## src/rtl/serial_paralelo_if.sv

```systemverilog
// Serial receive link bundle: 1-bit stream in, recovered byte plus status out.
// The receiver uses the slave modport; the stream source and observer use master.
interface serial_paralelo_if;
  logic       data_in;
  logic [7:0] data_out;
  logic       valid_out;
  logic       active;

  modport master (
    output data_in,
    input  data_out,
    input  valid_out,
    input  active
  );

  modport slave (
    input  data_in,
    output data_out,
    output valid_out,
    output active
  );
endinterface

```

## src/rtl/serial_paralelo.sv

```systemverilog
// Serial-to-parallel receiver: aligns to COM symbols, locks after BC_LOCK aligned COMs.
// Optional build macro SERIAL_RX_IDLE_HOLD_EN keeps the last payload on data_out during idle COMs.
//
// state     | meaning
// ----------+-----------------------------------------------------------
// ST_SEARCH | sliding 8-bit window checked every edge for COM
// ST_ALIGN  | byte boundary found, counting consecutive aligned COMs
// ST_ACTIVE | byte-locked; payload bytes presented, left only by reset
module serial_paralelo #(
  parameter logic [7:0]  COM     = 8'hBC,
  parameter int unsigned BC_LOCK = 4
) (
  input  logic             dclk,
  input  logic             reset_L,
  serial_paralelo_if.slave bus
);

  localparam logic [2:0] LP_LOCK = 3'(BC_LOCK);

  typedef enum logic [1:0] {
    ST_SEARCH = 2'd0,
    ST_ALIGN  = 2'd1,
    ST_ACTIVE = 2'd2
  } state_t;

  state_t     r_state;
  logic [7:0] r_sr;
  logic [2:0] r_bit_cnt;
  logic [2:0] r_bc_cnt;
  logic [7:0] r_data_out;
  logic       r_valid_out;
  logic       r_active;

  logic [7:0] w_nxt;
  logic       w_is_com;
  logic       w_byte_done;

  assign w_nxt       = {r_sr[6:0], bus.data_in};
  assign w_is_com    = (w_nxt == COM);
  assign w_byte_done = (r_bit_cnt == 3'd7);

  always_ff @(posedge dclk or negedge reset_L) begin
    if (!reset_L) begin
      r_state     <= ST_SEARCH;
      r_sr        <= 8'h00;
      r_bit_cnt   <= 3'd0;
      r_bc_cnt    <= 3'd0;
      r_data_out  <= 8'h00;
      r_valid_out <= 1'b0;
      r_active    <= 1'b0;
    end else begin
      r_sr <= w_nxt;
      case (r_state)
        ST_SEARCH: begin
          if (w_is_com) begin
            r_bit_cnt <= 3'd0;
            r_bc_cnt  <= 3'd1;
            r_state   <= ST_ALIGN;
          end
        end
        ST_ALIGN: begin
          r_bit_cnt <= r_bit_cnt + 3'd1;
          if (w_byte_done) begin
            if (w_is_com) begin
              if (r_bc_cnt == LP_LOCK - 3'd1) begin
                r_bc_cnt <= LP_LOCK;
                r_state  <= ST_ACTIVE;
                r_active <= 1'b1;
              end else begin
                r_bc_cnt <= r_bc_cnt + 3'd1;
              end
            end else begin
              r_bc_cnt <= 3'd0;
              r_state  <= ST_SEARCH;
            end
          end
        end
        ST_ACTIVE: begin
          // Unaligned COMs are ignored here; only byte boundaries matter.
          r_bit_cnt <= r_bit_cnt + 3'd1;
          if (w_byte_done) begin
            if (w_is_com) begin
              r_valid_out <= 1'b0;
`ifdef SERIAL_RX_IDLE_HOLD_EN
              r_data_out  <= r_data_out;
`else
              r_data_out  <= 8'h00;
`endif
            end else begin
              r_data_out  <= w_nxt;
              r_valid_out <= 1'b1;
            end
          end
        end
        default: begin
          r_state <= ST_SEARCH;
        end
      endcase
    end
  end

  assign bus.data_out  = r_data_out;
  assign bus.valid_out = r_valid_out;
  assign bus.active    = r_active;

endmodule

```

## src/flat_wrapper.sv

```systemverilog
// flat-port wrapper written by rule: the top's interface ports become plain ports
module serial_paralelo_flat 
#(
  parameter logic [7:0]  COM     = 8'hBC,
  parameter int unsigned BC_LOCK = 4
)
  (dclk, reset_L, bus_data_in, bus_data_out, bus_valid_out, bus_active);
  serial_paralelo_if bus_i ();
  input  logic dclk;
  input  logic reset_L;
  input wire logic [$bits(bus_i.data_in)-1:0] bus_data_in;
  output wire logic [$bits(bus_i.data_out)-1:0] bus_data_out;
  output wire logic [$bits(bus_i.valid_out)-1:0] bus_valid_out;
  output wire logic [$bits(bus_i.active)-1:0] bus_active;
  assign bus_i.data_in = bus_data_in;
  assign bus_data_out = bus_i.data_out;
  assign bus_valid_out = bus_i.valid_out;
  assign bus_active = bus_i.active;
  serial_paralelo #(.COM(COM), .BC_LOCK(BC_LOCK)) u_core (.dclk(dclk), .reset_L(reset_L), .bus(bus_i));
endmodule
```

## config.mk

```make
export PLATFORM = sky130hd
export DESIGN_NAME = serial_paralelo_flat
export DESIGN_NICKNAME = d
export VERILOG_FILES = /design/src/rtl/serial_paralelo_if.sv /design/src/rtl/serial_paralelo.sv /design/src/flat_wrapper.sv
export SDC_FILE = /design/constraint.sdc
export NUM_CORES = 1
export LEC_CHECK = 0
export BUFFER_PORTS_ARGS = -buffer_cell sky130_fd_sc_hd__clkbuf_2
export CAP_MARGIN = 40
export CORE_UTILIZATION = 45
export DETAILED_ROUTE_END_ITERATION = 12
export HOLD_SLACK_MARGIN = 0.05
export PLACE_DENSITY = 0.74
export RECOVER_POWER = 50
export SYNTH_ARGS = -nofsm -noshare
export SYNTH_HDL_FRONTEND = slang
export SYNTH_SLANG_ARGS = --single-unit
```

## constraint.sdc

```tcl
create_clock -name dclk -period 1.7 [get_ports dclk]
set_clock_uncertainty 0.05 [all_clocks]
set_input_delay 0.085 -clock dclk [delete_from_list [all_inputs] [get_ports dclk]]
set_output_delay 0.085 -clock dclk [all_outputs]
set_load 0.005 [all_outputs]
```

==> results of run 1 <==
[sequential cells by signal, summed over array words and instances, names as in the netlist]
signal                count
u_core.r_state            2
u_core.r_bit_cnt          3
u_core.r_bc_cnt           3
u_core.bus.active         1
u_core.bus.valid_out      1
u_core.bus.data_out       8
u_core.r_sr               7
[worst paths after layout]
kind | cells after the start | end | slack [ps] | start
worst max-delay path | 4 | u_core.r_bc_cnt[0]$_DFFE_PN0P_ | 50 | u_core.r_sr[5]$_DFF_PN0_
worst min-delay path | 2 | u_core.r_sr[4]$_DFF_PN0_ | 250 | reset_L
worst max register to register | 4 | u_core.r_bc_cnt[0]$_DFFE_PN0P_ | 50 | u_core.r_sr[5]$_DFF_PN0_
worst min register to register | 0 | u_core.r_sr[3]$_DFF_PN0_ | 370 | u_core.r_sr[2]$_DFF_PN0_
max in group asynchronous | 2 | u_core.bus.data_out[0]$_DFFE_PN0P_ | 970 | reset_L
min in group dclk | 0 | u_core.r_sr[3]$_DFF_PN0_ | 370 | u_core.r_sr[2]$_DFF_PN0_
[logic make-up (layout without fill, tap and decap cells)]
group                    after synthesis  after routing  share of synthesized area
AND/OR/NAND/NOR                       33             33                      0.151
flip-flops                            25             25                      0.556
AO/OA/AOI/OAI                         24             24                      0.177
adder cells (fa/ha/maj)                7              7                     0.0779
buffers and inverters                  7             24                     0.0278
multiplexers                           1              1                     0.0100
[synth_stat cells (2+ instances only)]
library cell  instances  area share
nor2b_1               4       0.022
o21ai_2               2       0.016
nand2_1              24       0.080
inv_1                 4       0.013
a21oi_1               2      0.0089
a32o_1                2       0.018
dfrtp_1              25        0.56
ha_1                  7       0.078
o2bb2ai_1             2       0.016
a22o_1                2       0.016
o21ai_0               6       0.027
[through the flow]
stage | std cells | setup TNS, ps | setup WS [ps] | total power [W]
floorplan | 97 | 0 | 79.6 | 0.000700
CTS | 142 | 0 | 5.56 | 0.000996
global route | 142 | -83.9 | -28.7 | 0.00103
detailed placement | 136 | 0 | 33.2 | 0.000736
global placement | 136 | 0 | 93.3 | 0.000733
finish | 142 | 0 | 49.1 | 0.000983
[final cells by class]
class	count	area share
Inverter	4	0.0118
Clock buffer	4	0.0206
Tap cell	28	0.0275
Sequential cell	25	0.491
Multi-Input combinational cell	65	0.375
Timing Repair Buffer	16	0.0737
[metal layers]
| layer | vias up | GRT usage | routed length, µm |
|---|---|---|---|
| met5 | - | 0 | 0 |
| met4 | 0 | 0.0811 | 30 |
| met3 | 4 | 0.0351 | 53 |
| met2 | 15 | 0.286 | 929 |
| met1 | 383 | 0.208 | 903 |
| li1 | 382 | - | - |
[placed cells by master, fill, tap and decap left out, types with 2 or more instances in the layout]
cell type	count
a22o_1	2
o2bb2ai_1	2
a32o_1	2
nor2b_1	4
o21ai_0	6
o21ai_2	2
dlygate4sd3_1	2
nand2_1	24
ha_1	7
clkbuf_4	3
clkbuf_1	2
clkbuf_2	11
inv_1	4
dfrtp_1	25
a21oi_1	2
buf_4	2
[power by group]
group | internal, W | leakage, nW | switching (W)
Clock | 0.0000915 | 0.0150 | 0.000163
Combinational | 0.0000390 | 0.293 | 0.0000609
Sequential | 0.000612 | 0.291 | 0.0000170
[worst max-delay path: cells and delay by family, from the launching register on]
kind | cells | cell delay (ps)
mux | 1 | 360
compound gates | 1 | 300
flops | 1 | 420
simple gates | 2 | 410
[what timing repair did]
action / CTS / global route
hold buffers: 2 / 0
setup endpoints to repair: 0 / 9
hold endpoints to repair: 27 / 0
gates resized for setup: 0 / 2
==> summary.txt, run 1 <==
Global routing
  • Initial antenna violation count: 0
  • Largest net degree at the start of global routing: 26
  • Vias in the first global route: 769
  • First-pass GRT wire length: 3300 µm
  • Total GRT Usage: 0.171
  • Global route total overflow: 0

Clocking
  • Clock root cell: clkbuf_4
  • Clock Latency Late Sink: 300 ps
  • TritonCTS clock tree: yes
  • CTS Buffer Depth: 2
  • CTS Buf Count: 3
  • Worst-path clk slew: 120 ps
  • Number of post-CTS setup repair buffers: 0
  • H-tree depth: 1
  • Clock Sink Count: 25

Layout
  • Fill count: 198
  • Ratio of cells with drive above 1 in the final layout: 0.202
  • Register area: 626 µm²
  • Final instance area: 1270 µm²
  • Antenna Cells: 0
  • Multi-input gate area: 478 µm²
  • Final nets: 125
  • Area grow syn2layout: 13.2%
  • Core occupancy in the finished layout: 0.560

Placed design
  • DP HPWL: 1420 µm
  • Routability cong.: 0.771
  • Port Buffer Count: 12
  • Post-DP Area: 1220 µm²

STA
  • Final Hold Viols: 0
  • Slew @ Worst Pin: 602 ps
  • RSZ-0062 raised after global routing: true
  • Clock period minus final worst setup slack: 1650 ps
  • Setup Viol. Count Final: 0
  • Final period utilization: 0.971
  • Maximum clock frequency: 0.606 GHz
  • Relative slew slack: 0.599
  • Hold WS: 246 ps
  • Slew Limit Fails: 0

Setup path
  • CP max stage cell: dfrtp_1
  • Startpoint types: flip-flop
  • Crit-path max cell delay: 420 ps
  • Critical Path, Cell by Cell: nand4b_4 > nor4_4 > mux2_2 > a221o_1
  • Worst Path Required: 1850 ps
  • Worst path arrival time: 1800 ps
  • Crit. End Element: flip-flop
  • CP max FO: 3
  • WS Path Type: reg2reg

Yosys
  • Post-synth cell types: 28
  • Net Count, Synth: 107
  • Post-synth EDFFs: 0
  • Post-synthesis register bit count: 25
  • Synthesized area: 1120 µm²
  • Post-Synthesis Cells: 97
  • Mapped Avg Cell Area: 11.6 µm²
  • Share of synthesized registers carrying an async set or reset: 1.00
  • Ys flop type: dfrtp_1
  • Register area share after synthesis: 0.556
  • Synth Warn #: 0

Power
  • PD cells: 772 nW/µm²
  • Worst VDD drop: 0.000481 V
  • Static Leak: 0.599 nW

Die
  • Die Span Y: 52.0 µm
  • Die width: 52.0 µm
  • Initial core utilization: 0.494
  • Total core area: 2280 µm²
  • Die area: 2700 µm²
  • Num rows: 17
  • IO Pins: 13

Detailed routing
  • Drt wl/cell: 13.5 µm
  • Final ANT Viol Nets: 0
  • Initial DRC Count: 13
  • Pre-antenna DRT Iters: 4
  • Routed via count: 784
  • Routed WL: 1920 µm
  • Via density: 5.52
  • Residual DRC count: 0

Run status
  • Outcome: completed

Flow run
  • Max-cap viol count: 0

Worst hold path
  • Worst hold path class: in2async
(Power assumes the default switching activity.)
==> inputs of run 2 (changes only) <==
- PLACE_DENSITY: 0.74 -> 0.71
- clock period: 1.7 -> 2 ns (I/O delays scaled with it)
==> run 2 against run 1 <==
Cell count is 0.70% lower. Core utilization is 0.77 points lower. Non-clock buffer count is 1 lower. Critical path depth is 1 higher. Critical path type unchanged.
==> summary.txt, run 2 (synthesized netlist as in run 1, its figures left out) <==
Run status
  • Outcome: completed

Clocking
  • CTS Buffer Depth: 2
  • Number of post-CTS setup repair buffers: 0
  • Clock root cell: clkbuf_4
  • Clock Latency Late Sink: 310 ps
  • TritonCTS clock tree: yes
  • H-tree depth: 1
  • CTS Buf Count: 3
  • Worst-path clk slew: 130 ps
  • Clock Sink Count: 25

Setup path
  • CP max FO: 7
  • CP max stage cell: dfrtp_1
  • Worst Path Required: 2160 ps
  • Startpoint types: flip-flop
  • Critical Path, Cell by Cell: inv_1 > ha_1 > inv_1 > mux2_2 > a221o_1
  • Crit. End Element: flip-flop
  • Worst path buffer plus inverter count: 2
  • Worst path arrival time: 1800 ps
  • Crit-path max cell delay: 420 ps
  • CP dominant cell by count: inv_1
  • Critical path's top delay family: flip-flops
  • WS Path Type: reg2reg

Power
  • Total Power: 0.000834 W
  • Logic pwr share: 0.098
  • Switch share: 0.251
  • Flop pwr share: 0.641
  • Worst VDD drop: 0.000642 V
  • Static Leak: 0.590 nW
  • PD cells: 664 nW/µm²
  • Clock power share: 0.261
  • NetSw: 0.000209 W
  • P_int: 0.000625 W

STA
  • Slew Limit Fails: 0
  • RSZ-0062 raised after global routing: false
  • Clock period minus final worst setup slack: 1640 ps
  • Maximum clock frequency: 0.610 GHz
  • Final period utilization: 0.819
  • Setup Viol. Count Final: 0
  • Setup TNS: 0 ps
  • Slew @ Worst Pin: 1310 ps
  • Relative slew slack: 0.129
  • Final Hold Viols: 0

Global routing
  • Global route total overflow: 0
  • Vias in the first global route: 792
  • Initial antenna violation count: 0
  • Largest net degree at the start of global routing: 26
  • First-pass GRT wire length: 3500 µm
  • Total GRT Usage: 0.183

Placed design
  • DP HPWL: 1380 µm
  • Port Buffer Count: 12
  • Routability cong.: 0.785
  • Post-DP Area: 1210 µm²

Detailed routing
  • Routed WL: 1950 µm
  • Wire length on met1: 911 µm
  • Drt wl/cell: 13.8 µm
  • Pre-antenna DRT Iters: 4
  • Routed via count: 762
  • Top Layer Used: met4
  • Via density: 5.40
  • Routed met3 length: 55 µm
  • Final ANT Viol Nets: 0
  • WL met2: 959 µm
  • Residual DRC count: 0
  • Initial DRC Count: 16

Die
  • Num rows: 17
  • Initial core utilization: 0.494
  • Die Span Y: 52.0 µm
  • IO Pins: 13
  • Total core area: 2280 µm²
  • Die width: 52.0 µm
  • Die area: 2700 µm²

Layout
  • Final nets: 124
  • Ratio of cells with drive above 1 in the final layout: 0.186
  • Max FFs per register: 8
  • Most frequent cells in the layout: dfrtp_1 (25), nand2_1 (24), clkbuf_2 (10)
  • Commonest non-fill, non-tap cell in the layout: dfrtp_1
  • Antenna Cells: 0
  • Final instance area: 1260 µm²
  • Area grow syn2layout: 11.7%

Flow run
  • Max-cap viol count: 0

Worst hold path
  • Worst hold path class: reg2reg
[run 2: cell count changes in the layout (fill, tap and decap cells not counted), sizes merged]
cell and delta:
clkbuf -1, clkinv +1, buf -1
[run 2: final timing paths]
path                            depth (start not counted)                           from  slack [ps]                            endpoint
worst max-delay path                                    5  u_core.r_state[1]$_DFFE_PN0P_         360      u_core.r_bc_cnt[0]$_DFFE_PN0P_
worst min-delay path                                    0       u_core.r_sr[1]$_DFF_PN0_         370            u_core.r_sr[2]$_DFF_PN0_
worst max register to register                          5  u_core.r_state[1]$_DFFE_PN0P_         360      u_core.r_bc_cnt[0]$_DFFE_PN0P_
worst min register to register                          0       u_core.r_sr[1]$_DFF_PN0_         370            u_core.r_sr[2]$_DFF_PN0_
max in group asynchronous                               2                        reset_L         610      u_core.r_bc_cnt[1]$_DFFE_PN0P_
min in group asynchronous                               2                        reset_L         530  u_core.bus.data_out[4]$_DFFE_PN0P_
[run 2: metrics by stage]
stage	hold WS, ps	setup slack (ps)	util	instances
6_report	368	361	0.552	141
3_3_place_gp	83.8	412	0.532	135
5_1_grt	390	224	0.552	141
2_1_floorplan	-246	380	-	97
4_1_cts	268	352	0.553	141
3_5_place_dp	89.1	360	0.532	135
[run 2: repair_timing]
item	CTS	global route
hold buffers	2	0
hold endpoints to repair	27	0
gates resized for setup	0	0
[run 2: layout make-up]
class	instances	area [µm²]
clock inverters	1	5.00
repair buffers	15	85.1
flip-flops and latches	25	626
multi-input cells	65	468
well taps	28	35.0
inverters	4	15.0
clock buffers	3	22.5
fillers	194	1020
[run 2: power groups by stage]
stage | combinational, W | clock, W | sequential, W
2_1_floorplan | 0.0000547 | 0 | 0.000541
3_3_place_gp | 0.0000760 | 0 | 0.000542
3_5_place_dp | 0.0000793 | 0 | 0.000544
4_1_cts | 0.0000830 | 0.000232 | 0.000534
5_1_grt | 0.0000923 | 0.000258 | 0.000537
6_report | 0.0000814 | 0.000218 | 0.000535
[run 2: per-layer routing]
layer  global-route usage  up-vias
li1                     -      379
met1                0.221      371
met2                0.303       10
met3               0.0643        2
met4               0.0586        0
met5                    0        -
